### config.mk
export PLATFORM = sky130hd
export DESIGN_NAME = fetch_ctrl
export DESIGN_NICKNAME = d
export VERILOG_FILES = /design/src/rtl/fetch_ctrl.sv
export SDC_FILE = /design/constraint.sdc
export NUM_CORES = 1
export LEC_CHECK = 0
export ABC_AREA = 1
export CORE_MARGIN = 4
export CORE_UTILIZATION = 50
export DETAILED_ROUTE_END_ITERATION = 8
export PLACE_DENSITY = 0.83
export SLEW_MARGIN = 20
export SYNTH_ARGS = -nofsm -noshare
export SYNTH_HDL_FRONTEND = slang
export SYNTH_SLANG_ARGS = --single-unit
### constraint.sdc
create_clock -name clk -period 7.8 [get_ports clk]
set_input_delay 1.56 -clock clk [delete_from_list [all_inputs] [get_ports clk]]
set_output_delay 1.56 -clock clk [all_outputs]
set_load 0.1 [all_outputs]
### src/rtl/fetch_ctrl.sv
// Fetch-stage sequencer: owns the fetch PC, reads the combinational IM and
// queues {pc, instr} pairs toward the F/D register through a small FIFO.
module fetch_ctrl #(
  parameter logic [31:0] PC_INIT   = 32'h0000_3000,
  parameter int          IM_WORDS  = 4096,
  parameter int          BUF_DEPTH = 2
) (
  input  logic        clk,
  input  logic        reset,
  output logic [31:0] im_addr,
  input  logic [31:0] im_instr,
  output logic        fd_valid,
  output logic [31:0] fd_instr,
  output logic [31:0] fd_pc,
  input  logic        fd_ready,
  input  logic        redirect,
  input  logic [31:0] redirect_pc,
  output logic        addr_err
);

  localparam int PTR_W = $clog2(BUF_DEPTH);
  localparam int CNT_W = $clog2(BUF_DEPTH + 1);
  // One bit wider than the PC so a window ending at 2^32 still compares correctly.
  localparam logic [32:0]      PC_END = {1'b0, PC_INIT} + 33'(4 * IM_WORDS);
  localparam logic [CNT_W-1:0] FULL   = CNT_W'(BUF_DEPTH);

  typedef enum logic {
    RUN  = 1'b0,
    HALT = 1'b1
  } state_t;

  state_t           state, state_n;
  logic [31:0]      fpc;
  logic [PTR_W-1:0] head, tail;
  logic [CNT_W-1:0] count;
  logic [31:0]      buf_pc    [BUF_DEPTH];
  logic [31:0]      buf_instr [BUF_DEPTH];
  logic             bad, pop, push;

  // NOTE: every signal written in an always_comb gets a default first, so no
  // path through the block can leave it unassigned and infer a latch.
  always_comb begin
    bad     = (fpc[1:0] != 2'b00) || (fpc < PC_INIT) || ({1'b0, fpc} >= PC_END);
    pop     = fd_valid && fd_ready;
    push    = (state == RUN) && !bad && !redirect && ((count != FULL) || pop);
    state_n = state;
    if (redirect) begin
      state_n = RUN;
    end else if ((state == RUN) && bad) begin
      state_n = HALT;
    end
  end

  // NOTE: sequential state uses non-blocking assignments so every register
  // samples its inputs from before the edge, independent of statement order.
  always_ff @(posedge clk) begin
    if (reset) begin
      state <= RUN;
    end else begin
      state <= state_n;
    end
  end

  always_ff @(posedge clk) begin
    if (reset) begin
      fpc   <= PC_INIT;
      head  <= '0;
      tail  <= '0;
      count <= '0;
      // NOTE: the buffer storage is reset because the head entry drives
      // fd_pc/fd_instr directly and those must read zero after reset.
      for (int i = 0; i < BUF_DEPTH; i++) begin
        buf_pc[i]    <= '0;
        buf_instr[i] <= '0;
      end
    end else if (redirect) begin
      // Flush wins over any same-cycle pop or push.
      fpc   <= redirect_pc;
      head  <= '0;
      tail  <= '0;
      count <= '0;
    end else begin
      if (push) begin
        buf_pc[tail]    <= fpc;
        buf_instr[tail] <= im_instr;
        tail            <= tail + PTR_W'(1);
        fpc             <= fpc + 32'd4;
      end
      if (pop) begin
        head <= head + PTR_W'(1);
      end
      case ({push, pop})
        2'b10:   count <= count + CNT_W'(1);
        2'b01:   count <= count - CNT_W'(1);
        default: count <= count;
      endcase
    end
  end

  // Outputs depend only on registers; fd_ready reaches nothing but enables.
  assign im_addr  = fpc;
  assign fd_valid = (count != '0);
  assign fd_pc    = buf_pc[head];
  assign fd_instr = buf_instr[head];
  assign addr_err = (state == HALT);

endmodule

After elaboration in Yosys (flattened, before gate mapping)
Memories as Yosys holds them, arrays and structs flattened. A register that Yosys moved wholly into a read port is not among the register bits.
Index checks and enable logic that the tools add are counted.

cells by class
  bitwise operators = 1
  reductions and logical operators = 17
  equal/unequal tests = 3
  magnitude comparators = 2
  multiplexer cells = 19
  $add $sub $neg = 5

operator list
  kind                                                    count
  two-way mux 32 bit                                      4
  OR reduction 32 bit                                     2
  adder 32 x 3 -> 32 bit (second input constant)          1
  >= comparator 32 x 15 -> 1 bit (second input constant)  1
  < comparator 32 x 14 -> 1 bit (second input constant)   1
  two-way mux 1 bit                                       14
  nonzero test 2 bit                                      4
  logical AND 1 bit                                       5
  one-hot mux 2 bit (2 select lines)                      1
  logical OR 1 bit                                        3
  adder 1 bit (second input constant)                     2
  adder 2 x 1 -> 2 bit (second input constant)            1
  == test 2 x 1 -> 1 bit (second input constant)          1
  == test 2 bit (second input constant)                   1
  logical NOT 1 bit                                       2
  != test 2 bit (second input constant)                   1
  OR reduction 2 bit                                      1
  subtractor 2 x 1 -> 2 bit (second input constant)       1
  NOT 1 bit                                               1

storage, ports and cells
  input port bits = 68
  memory bits (writable) = 128
  memories = 2
  logic and storage cells = 54
  flip-flop bits (word level) = 37
  output and inout port bits = 98

memory list
  name       depth  bits a word  rd ports  clocked after Yosys merged registers in  wr ports  line  RTL
  buf_instr  2      32           1         1                                        2         37    logic [31:0] buf_instr [BUF_DEPTH];
  buf_pc     2      32           1         1                                        2         36    logic [31:0] buf_pc [BUF_DEPTH];

Logic depth before layout (Yosys ltp)
Gate-level depths: netlist (run 1).

  depth in word-level cells = 13
  mapped depth = 11
  gate-level depth less buffers = 11

Worst setup path before layout (run 1)
Ideal clock, no wire load.

  path type = in2reg
  start point = input port redirect
  end point = memory buf_instr[0][0] (enable)
  arrival = 6.393 ns
  setup slack = 0.832 ns
  path buffers = 0
  setup time = 0.575 ns
  stages = 3
  data required time = 7.225 ns
  path through = clkinv_1 nand3_4 o21ai_0

RTL lines
  element          line  RTL
  start, declared  16    input logic redirect,
  end, declared    37

==> results of run 1 <==
==> report_power, final <==
part / internal [mW] / total (mW) / switching (mW)
clock: 0.563 / 0.891 / 0.328
sequential: 0.990 / 1.01 / 0.0177
combinational: 0.0950 / 0.351 / 0.256
==> critical path: cells and delay by family (launching register included) <==
family	cells	cell delay (ns)
DFF	1	0.32
muxes	1	0.33
buffers and inverters	2	1.76
==> layout make-up <==
cell class,count,area share
Clock buffer,17,0.0444
Sequential cell,166,0.481
Timing Repair Buffer,170,0.176
Multi-Input combinational cell,392,0.231
Inverter,55,0.0221
Clock inverter,15,0.0219
Tap cell,180,0.0235
==> cells in the final DEF (no fill, tap or decap) <==
master           instances
clkdlybuf4s50_1        165
edfxtp_1               128
nor2_1                 110
nand2_1                 88
mux2_2                  64
inv_1                   52
conb_1                  38
dfxtp_1                 37
a21oi_1                 34
clkbuf_16               17
nor2_2                  10
o21ai_0                 10
xor2_1                   8
nand3_1                  5
bufinv_16                5
buf_4                    5
nor3_1                   4
clkinv_1                 3
nand3_4                  3
nand4_1                  3
o21a_1                   3
clkinv_2                 3
inv_4                    2
nand2_2                  2
a21boi_0                 2
o211ai_1                 2
ha_1                     2
clkinvlp_4               2
clkinv_4                 2
nand4_2                  1
nor2_4                   1
o21ai_4                  1
a21oi_2                  1
dfxtp_2                  1
clkinvlp_2               1
==> cell families (layout without fill, tap and decap cells) <==
group / count (synthesis) / in the layout / synth area share
other: 1 / 38 / 0.000532
adders and majority gates: 2 / 2 / 0.00355
xor gates and xnor gates: 8 / 8 / 0.00994
DFF: 166 / 166 / 0.653
muxes: 64 / 64 / 0.102
buffers and inverters: 80 / 257 / 0.0543
and+or+nand+nor: 227 / 227 / 0.136
AOI/OAI and AO/OA: 53 / 53 / 0.0406
==> registers in the layout, summed over array words and instances (netlist names), named ones only <==
signal	count
buf_pc	64
addr_err	1
tail	1
head	1
im_addr	32
count	2
buf_instr	64
==> through the flow <==
step	total power, mW	hold WS [ns]	worst slack [ns]	instances
2_1_floorplan	1.27	0.426	0.832	638
3_3_place_gp	1.37	0.434	3.61	963
3_5_place_dp	1.38	0.453	3.49	963
4_1_cts	2.27	0.470	3.32	995
5_1_grt	2.32	0.502	3.25	995
6_report	2.25	0.475	3.36	995
==> worst min-delay path by stage <==
stage                            from  endpoint  cells past startpoint  slack, ns
finish              head$_SDFFE_PP0P_  register                      1       0.48
global route        head$_SDFFE_PP0P_  register                      1       0.50
CTS                 head$_SDFFE_PP0P_  register                      1       0.47
detailed placement  head$_SDFFE_PP0P_  register                      1       0.45
global placement    head$_SDFFE_PP0P_  register                      1       0.43
floorplan           head$_SDFFE_PP0P_  register                      1       0.43
==> routing by layer <==
metal / share of wire / up-vias / GRT usage
met2: 0.51 / 185 / 0.354
met3: 0.089 / 20 / 0.0716
met1: 0.38 / 2345 / 0.239
met4: 0.016 / 0 / 0.0681
li1: - / 2388 / -
met5: 0 / - / 0
==> metrics.md, run 1 <==
| Metric | Value |
|---|---|
| Status | `complete, no violations` |
| Core area | `between 0.01 and 0.015 mm2` |
| Max_slew headroom | `0.293` |
| Synth Cell Area | `about 0.0070 mm2` |
| Reg2reg end | `buf_pc[0][27]$_SDFFCE_PN0P_` |
| Antenna Cells | `0` |
| Latest clock arrival within the worst-skew pair | `approximately 0.42 ns` |
| Placed Area | `0.00895 mm2` |
| Via count | `roughly 5k` |
| DRC violations left | `0` |
| Tot GR Track Use | `0.205` |
| Drt pass-1 iters | `5` |
| Peak supply drop | `128 uV` |
| Routed Wire Length | `around 16 mm` |
| Post-DP HPWL | `about 11 mm` |
| Final setup fails | `0` |
| Required @ worst endpoint | `6.24 ns` |
| Die Y | `~130 um` |
| Syn avg cell area | `11.7 um2` |
| Initial core utilization | `0.510` |
| Initial antenna violation count | `0` |
| FILL cells | `~960` |
| Worst Path Max Fanout | `between 60 and 70` |
| Die X | `127 um` |
| Reg2reg path depth | `7` |
| Total negative slack | `0 ns` |
| Top cell type's share of synthesized area | `0.545` |
| Clk root buf | `clkbuf_16` |
| Number of global-route vias before repair | `about 5.1k` |
| CP cell instances | `buf_4, mux2_2, clkdlybuf4s50_1` |
| R2R setup slack | `roughly 5 ns` |
| CTS tree | `yes` |
| MaxCap Viol Count | `0` |
| Tightest Pin Transition | `between 1 and 1.5 ns` |
| Nets | `872` |
| Main synth FF type | `edfxtp_1` |
| Hold_buf cts | `0` |
| CTS sink cnt | `approximately 170` |
| Final period utilization | `0.569` |
| End of the critical path | `fd_pc[2]` |
| Cts bufs inserted | `17` |
| Die area | `~0.016 mm2` |
| First-pass GRT wire length | `between 20 and 30 mm` |
| Count leader, synth | `edfxtp_1` |
| FP Rows | `between 40 and 50` |
| Fin area | `between 0.009 and 0.01 mm2` |
| Area of the multi-input gates | `between 0.002 and 0.0025 mm2` |
| Worst path max stage delay | `1.13 ns` |
| Area delta synth->final | `35.9%` |
| # port buffers | `between 150 and 200` |
| Reg-to-Reg Start | `im_addr[13]$_SDFFE_PP1P_` |
| Post-synthesis instance total | `601` |
| Pwr per Cell Area | `approximately 230 mW/mm2` |
| Largest area contributor in the netlist | `edfxtp_1` |
| Top cells by count, synth | `128 x edfxtp_1, 110 x nor2_1, 89 x nand2_1` |
| Layout cells sized above 1 | `0.148` |
| Fin Clk Skew | `a little under 0.008 ns` |
| Fin crit period | `about 4.4 ns` |
| Vias per cell | `between 4 and 5` |
| Async SR Flop Fraction | `0` |
| Worst Hold Class | `reg -> reg` |
| RePlAce Congestion | `0.815` |
| Fmax | `around 0.23 GHz` |
| Hold Violations, Final | `0` |
| Startpoint types | `register` |
| CTS Buffer Depth | `2` |
| Top cells by area, synth | `edfxtp_1 55%, dfxtp_1 11%, mux2_2 10%` |
| Number of synthesized flops with an enable pin | `128` |
| Distinct cell type count after synthesis | `28` |
| Leak | `about 3.7 nW` |
| Arrival time worst endpoint | `~2.9 ns` |
| Critical path type | `reg -> out` |
| Final Max Slew Viols | `0` |
| Routed len/inst | `between 15 and 20 um` |
| Largest net degree at the start of global routing | `65` |
| Total grt overflow | `0` |
| Final Util | `0.693` |
| Synth Warn # | `0` |
| Sequential fraction of the synthesis area | `0.653` |
| Worst-path clk slew | `0.06 ns` |
| Iteration-0 DRC count of the detailed router | `a little over 400` |
| Crit-path slowest cell | `clkdlybuf4s50_1` |
| Flops & latches, synth | `approximately 170` |
| Postcts setup bufs | `0` |
| Routed Antenna Nets | `0` |
| FF/Latch Area | `roughly 0.0046 mm2` |
| Post-cts sizing count | `0` |
| Io pins | `~170` |
| CP Capture Type | `primary output` |
| Htree depth | `4` |
| RSZ-0062 raised after global routing | `false` |
No activity file was read; power rests on OpenSTA's default activity.
==> run 2: changes to the inputs <==
clock period = 4.5 ns   (was 7.8 ns; I/O delays follow)
==> run 2 against run 1 <==
Against the previous run: non-clock buffer count increased by 2; register-to-register slack lost 3.0 ns; largest cell class unchanged; largest power group unchanged; cell count is the same; core utilization shrank 0.79 points; global-route usage decreased by 0.88 points; clock skew is 0.00065 ns lower.
==> metrics.md, run 2 (synthesis gave the netlist of run 1 again) <==
| Metric | Value |
|---|---|
| Die area | `0.0161 mm2` |
| Drt pass-1 iters | `5` |
| Max_slew headroom | `0.294` |
| CTS tree | `yes` |
| Peak supply drop | `approximately 260 uV` |
| Pwr per Cell Area | `just over 400 mW/mm2` |
| Hold Violations, Final | `0` |
| DRC violations left | `0` |
| Final setup fails | `0` |
| Post-cts sizing count | `0` |
| Tot GR Track Use | `0.196` |
| Fmax | `0.280 GHz` |
| Int Power | `2.85 mW` |
| MaxCap Viol Count | `0` |
| Startpoint types | `register` |
| Worst Hold Class | `reg -> reg` |
| Initial antenna violation count | `0` |
| Die X | `about 130 um` |
| Required @ worst endpoint | `between 3 and 4 ns` |
| Fin crit period | `3.57 ns` |
| Clk root buf | `clkbuf_16` |
| Fin Clk Skew | `around 0.0071 ns` |
| Most frequent cells in the layout | `128 x edfxtp_1, 124 x clkdlybuf4s50_1, 110 x nor2_1` |
| Tightest Pin Transition | `around 1.1 ns` |
| CTS sink cnt | `166` |
| Postcts setup bufs | `0` |
| Comb power frac | `0.155` |
| Die Y | `around 130 um` |
| Latest clock arrival within the worst-skew pair | `0.41 ns` |
| Total grt overflow | `0` |
| Status | `complete, no violations` |
| CP Capture Type | `primary output` |
| Final cell count without fillers | `between 900 and 1k` |
| Sequential cell fraction of total power | `0.452` |
| Arrival time worst endpoint | `roughly 2.7 ns` |
| Via count | `~5k` |
| Hold_buf cts | `0` |
| FP Rows | `between 40 and 50` |
| Routed len/inst | `approximately 16 um` |
| Final WS setup | `~0.93 ns` |
| RePlAce Congestion | `between 0.7 and 0.8` |
| Share of power burned in the clock network | `0.393` |
| Leak | `roughly 3.8 nW` |
| Area delta synth->final | `34.4%` |
| Total negative slack | `0 ns` |
| Layout cells sized above 1 | `0.198` |
| Most common cell after layout, fill and taps aside | `edfxtp_1` |
| Core area | `0.0138 mm2` |
| Vias per cell | `~4.9` |
| Final Max Slew Viols | `0` |
| Worst-path clk slew | `0.06 ns` |
| First-pass GRT wire length | `24.8 mm` |
| Worst Path Max Fanout | `32` |
| Critical path type | `reg -> out` |
| Final Util | `0.685` |
| Post-DP HPWL | `~10 mm` |
| Switching pwr | `1.02 mW` |
| Sw Ratio | `0.264` |
| Initial core utilization | `0.510` |
| Iteration-0 DRC count of the detailed router | `~440` |
| RSZ-0062 raised after global routing | `false` |
| Cts bufs inserted | `17` |
| Htree depth | `4` |
| Nets | `about 900` |
| Largest net degree at the start of global routing | `65` |
| Io pins | `around 170` |
| Routed Antenna Nets | `0` |
| CTS Buffer Depth | `2` |
| Final period utilization | `0.793` |
| # port buffers | `between 150 and 200` |
| Antenna Cells | `0` |
| Post-Place Setup Slack | `between 1 and 1.5 ns` |
| Number of global-route vias before repair | `a little over 5k` |
| Post-Place Cells | `965` |
| Routed Wire Length | `approximately 16 mm` |
-- run 2: path summary, 6_finish.rpt --
path | startpoint | to | slack [ns] | cells after the start
worst max-delay path | register | fd_pc[23] | 0.93 | 2
worst min-delay path | im_addr[24]$_SDFFE_PP0P_ | im_addr[24]$_SDFFE_PP0P_ | 0.49 | 2
worst max register to register | im_addr[13]$_SDFFE_PP1P_ | buf_instr[1][29]$_SDFFCE_PN0P_ | 2.04 | 9
worst min register to register | im_addr[24]$_SDFFE_PP0P_ | im_addr[24]$_SDFFE_PP0P_ | 0.49 | 2
-- run 2: stage by stage --
stage	total power [mW]	area (um2)	hold WS, ns
5_1_grt	3.99	9470	0.495
4_1_cts	3.89	9470	0.482
6_report	3.87	9470	0.485
2_1_floorplan	2.20	7190	0.426
3_3_place_gp	2.37	8860	0.435
3_5_place_dp	2.38	8860	0.473
-- run 2: per-layer routing --
| metal | part of all wire | GRT usage | vias up |
|---|---|---|---|
| met4 | 0.020 | 0.0681 | 0 |
| met1 | 0.41 | 0.245 | 2336 |
| li1 | - | - | 2383 |
| met5 | 0 | 0 | - |
| met3 | 0.079 | 0.0636 | 24 |
| met2 | 0.49 | 0.323 | 177 |
-- run 2: power groups by stage --
| stage | clock network, mW | logic [mW] | registers, mW |
|---|---|---|---|
| after floorplan | 0 | 0.308 | 1.89 |
| after global placement | 0 | 0.596 | 1.78 |
| after detailed placement | 0 | 0.600 | 1.78 |
| after CTS | 1.54 | 0.603 | 1.75 |
| after global routing | 1.61 | 0.627 | 1.75 |
| final | 1.52 | 0.601 | 1.75 |
-- run 2: layout make-up --
type	instances	area, um2
repair buffers	172	1600
clock inverters	12	185
inverters	55	211
well taps	180	225
fillers	987	4350
flip-flops and latches	166	4610
multi-input cells	392	2210
clock buffers	18	429
-- run 2: critical path, cell delays in order, from the launching register on --
cell and delay (ns):
dfxtp_2 0.82, mux2_2 0.30, clkdlybuf4s50_1 1.13
==> edit 1, RTL diff (config.mk and constraints of run 1) <==
`BUF_DEPTH`: 2 -> 4.
--- a/src/rtl/fetch_ctrl.sv
+++ b/src/rtl/fetch_ctrl.sv
@@ -3,7 +3,7 @@
 module fetch_ctrl #(
   parameter logic [31:0] PC_INIT   = 32'h0000_3000,
   parameter int          IM_WORDS  = 4096,
-  parameter int          BUF_DEPTH = 2
+  parameter int          BUF_DEPTH = 4
 ) (
   input  logic        clk,
   input  logic        reset,
Behaviour: not the same (Yosys sat finds a counterexample within 4 cycles, from zero or initial values and one cycle with reset high).
==> edit 1 against run 1 <==
Critical endpoint is now fd_instr[30]. Synthesized area grew 77%. Sequential cell count grew 132. Sequential power grew 80%. Cell area grew 65%. Worst setup slack lost 0.83 ns. Power grew 70%. Routed wire length grew 84%. Sequential share of layout area grew 5.9 points.
==> edit 1: results (changes against run 1) <==
Clock Path Buffers=3 (+1); first-pass GRT wire length=46550 µm (+82%); Worst Tran Pin Value=1.125 ns (+0.06714 ns); initial antenna violation count=0 (unchanged); hold path depth=2 (+1); CTS Root Cell=clkbuf_16; Worst-path clk slew=0.06 ns (about the same); LEAKAGE=6.358 nW (+71%); Synth area leaders=edfxtp_1 (62%), nor2_1 (8.8%), dfxtp_1 (6.7%), o21ai_0 (5.9%), nand2_1 (3.5%); Fillers=1820 (+89%); largest net degree at the start of global routing=113 (+74%); nets@finish=1440 (+65%); post-route DRC violation count=0 (unchanged); share of cells above drive strength 1=0.07394 (-0.07453); Initial DRT Pass Iterations=5 (unchanged); R2R depth=9 (+2); clock skew=0.02107 ns (+0.01331 ns); CTS resizes=0 (unchanged); Post-Route WL=29240 µm (+84%); CP arrival=3.71 ns (+0.83 ns); Starting DRT DRC Count=749 (+84%); Synth async-reset ratio=0 (unchanged); DP HPWL=17250 µm (+63%); Synth top cells by count=nor2_1 (293), edfxtp_1 (256), o21ai_0 (147); DP Area=14670 µm² (+64%); HP Class=reg2reg; origin of the critical flop-to-flop path=im_addr[12]; H-tree depth=1 (-3); IO buf count=165 (unchanged); setup slack, reg-to-reg=4.18 ns (-0.85 ns); Post-CTS Setup Bufs=0 (unchanged); Critical path destination=fd_instr[30]; VDD IR-drop max=214.1 µV (+67%); post-synth cell types=32 (+14%); total CTS buffers=30 (+13); status=finished, final reports clean; number of global-route vias before repair=9238 (+80%); Worst-Skew Late Latency=0.55 ns (+0.13 ns); Yosys Warn Count=0 (unchanged); MaxCap Viol Count=0 (unchanged); Ant. Diodes=0 (unchanged); crit path max fanout=70 (+9.4%); register area share after synthesis=0.6826 (+0.02938); post-layout util=0.6467 (-0.04625); R2R Path End=buf_pc[1][2]; Vias/cell=5.268 (+6.1%); total track usage=0.2047 (-0.0004336); Routability Congestion=0.9068 (+11%); number of synthesized flops with an enable pin=256 (+100%); startpoint types=register
edit 1: cell types whose count changed in the layout (fill, tap and decap cells not counted), sizes merged, moves of 12 or more:
cell | before | now
nor2 | 121 | 296
nand3 | 8 | 20
clkbuf | 17 | 34
nand2 | 90 | 138
o22ai | 0 | 64
mux2 | 64 | 0
edfxtp | 128 | 256
o21ai | 11 | 147
conb | 38 | 76
edit 1: logic make-up after synthesis:
logic type               synth area share
AND/OR/NAND/NOR                    0.1548
AO/OA/AOI/OAI                      0.1079
XOR/XNOR                         0.006308
buffers and inverters             0.04456
adder cells (fa/ha/maj)          0.003605
other                           0.0003001
flip-flops                         0.6826
edit 1: critical path, stage by stage (launching register included):
cell,delay [ns]
dfxtp_4,0.40
inv_4,0.42
buf_4,0.67
o21ai_0,0.17
o22ai_1,0.27
clkdlybuf4s50_1,1.19
edit 1: where the power goes:
group	total [W]	switching [W]	internal (W)	leakage, nW
Sequential	0.00182	0.0000266	0.00180	2.95
Clock	0.00160	0.000610	0.000987	0.552
Combinational	0.000395	0.000297	0.0000983	2.86
edit 1: worst min-delay path by stage:
stage                     slack, ns          end         from
after floorplan                0.44     register      head[1]
after global placement         0.44     register      head[1]
after detailed placement       0.45     register      head[1]
after CTS                      0.48     register      head[1]
after global routing           0.49  im_addr[17]  im_addr[17]
final                          0.48  im_addr[25]  im_addr[25]
edit 1: area by class of cell:
cell class / count / share of cell area
Sequential cell: 298 / 0.5394
Multi-Input combinational cell: 797 / 0.2368
Timing Repair Buffer: 179 / 0.1123
Clock buffer: 34 / 0.05172
Tap cell: 324 / 0.02562
Clock inverter: 22 / 0.01906
Inverter: 63 / 0.01511
edit 1: layer usage:
layer,track usage,vias up,share of wire
met5,0,-,0
met4,0.06205,0,0.028
met3,0.05118,64,0.082
met2,0.3564,357,0.49
met1,0.2534,4301,0.40
li1,-,4323,-
edit 1: per-stage QoR:
| step | setup WS (ns) | cells | hold slack [ns] | power, W |
|---|---|---|---|---|
| finish | 2.532 | 1717 | 0.4819 | 0.003814 |
| global placement | 3.022 | 1660 | 0.4444 | 0.002243 |
| CTS | 2.515 | 1716 | 0.4818 | 0.003826 |
| global route | 2.324 | 1717 | 0.4946 | 0.003916 |
| detailed placement | 2.922 | 1660 | 0.4464 | 0.002249 |
| floorplan | 0.3538 | 1228 | 0.4358 | 0.002127 |
==> edit 2, RTL diff (settings of run 1) <==
Made on the original files. Make the reset (`reset`) asynchronous in 2 clocked blocks.
--- a/src/rtl/fetch_ctrl.sv
+++ b/src/rtl/fetch_ctrl.sv
@@ -53,7 +53,7 @@
 
   // NOTE: sequential state uses non-blocking assignments so every register
   // samples its inputs from before the edge, independent of statement order.
-  always_ff @(posedge clk) begin
+  always_ff @(posedge clk or posedge reset) begin
     if (reset) begin
       state <= RUN;
     end else begin
@@ -61,7 +61,7 @@
     end
   end
 
-  always_ff @(posedge clk) begin
+  always_ff @(posedge clk or posedge reset) begin
     if (reset) begin
       fpc   <= PC_INIT;
       head  <= '0;
Function: differs if reset is asserted again (counterexample within 4 cycles, from zero or initial values and one cycle with reset high); with reset held inactive, the same outputs for 4 cycles.
==> edit 2 against run 1 <==
Synthesized area up 2.8%. Cell area down 0.87%. Sequential cell count down 1. Routed wire length rose by 5.2%. Via count is 20% higher. Sequential power down 11%. Power down 13%. Worst setup slack got worse by 0.00065 ns. Largest power group unchanged.
==> edit 2: results (changes against run 1) <==
status=finished, final reports clean; Sequential cell area=4133 µm² (-10%); Inverters excl. clock=94 (+71%); VDD IR-drop max=177.1 µV (+38%); worst hold slack=0.4825 ns (+0.007424 ns); clock skew=0.009850 ns (+0.002091 ns); Synth async-reset ratio=1.000 (+1.000); crit path max fanout=50 (-22%); LEAKAGE=4.619 nW (+24%); Synth Register Bits=165 (-0.60%); Pint=0.001419 W (-14%); multi-input logic area=2514 µm² (+14%); Synth area leaders=dfrtp_1 (56%), nand2_1 (13%), nor2_1 (5.4%), inv_1 (4.7%), o21ai_1 (2.8%); CLK BUF=19 (+2); setup slack, reg-to-reg=4.79 ns (-0.24 ns); area share of fa/ha/maj cells after synthesis=0.003452 (-0.00009743); origin of the critical flop-to-flop path=im_addr[13]; Layout area overhead=31.04%; CP max stage delay=1.15 ns (+0.02 ns); DP HPWL=11150 µm (+5.3%); first-pass GRT wire length=28150 µm (+10%); Layout clock area frac=0.05981 (-0.006528); Synth Area in Compound Gates=0.1162 (+0.07553); syn avg cell area=8.588 µm² (-27%); DP Area=8926 µm² (-0.22%); Non-clock buffers=171 (+0.59%); R2R depth=9 (+2); largest net degree at the start of global routing=86 (+32%); Post-Route WL=16690 µm (+5.2%); Routability Congestion=0.8338 (+2.3%); Vias/cell=4.989 (+0.53%); multi-input gates=542 (+38%); buffering overhead=0.1790 (+0.002741); Primary FF master, synth=dfrtp_1
## edit 2: worst max path at each step
stage                         from       endpoint  slack, ns  depth (start not counted)
after floorplan              reset       addr_err       1.78                          1
after global routing          head   fd_instr[28]       3.16                          4
after global placement    redirect      buf_pc[2]       3.33                         10
after detailed placement  redirect  buf_instr[22]       3.18                         10
final                         head       fd_pc[6]       3.36                          4
after CTS                     head   fd_instr[28]       3.31                          4
## edit 2: power by group through the flow
stage	Sequential [W]	Combinational [W]	Clock [W]
after floorplan	0.00102	0.0000623	0
after global placement	0.000908	0.000258	0
after detailed placement	0.000908	0.000261	0
after CTS	0.000894	0.000262	0.000813
after global routing	0.000896	0.000275	0.000851
final	0.000894	0.000260	0.000795
## edit 2: layer usage
layer	track usage	share of wire	vias up
met1	0.2788	0.43	2773
met4	0.06429	0.015	0
met3	0.05645	0.069	18
met2	0.3469	0.48	190
li1	-	-	2926
met5	0	0	-
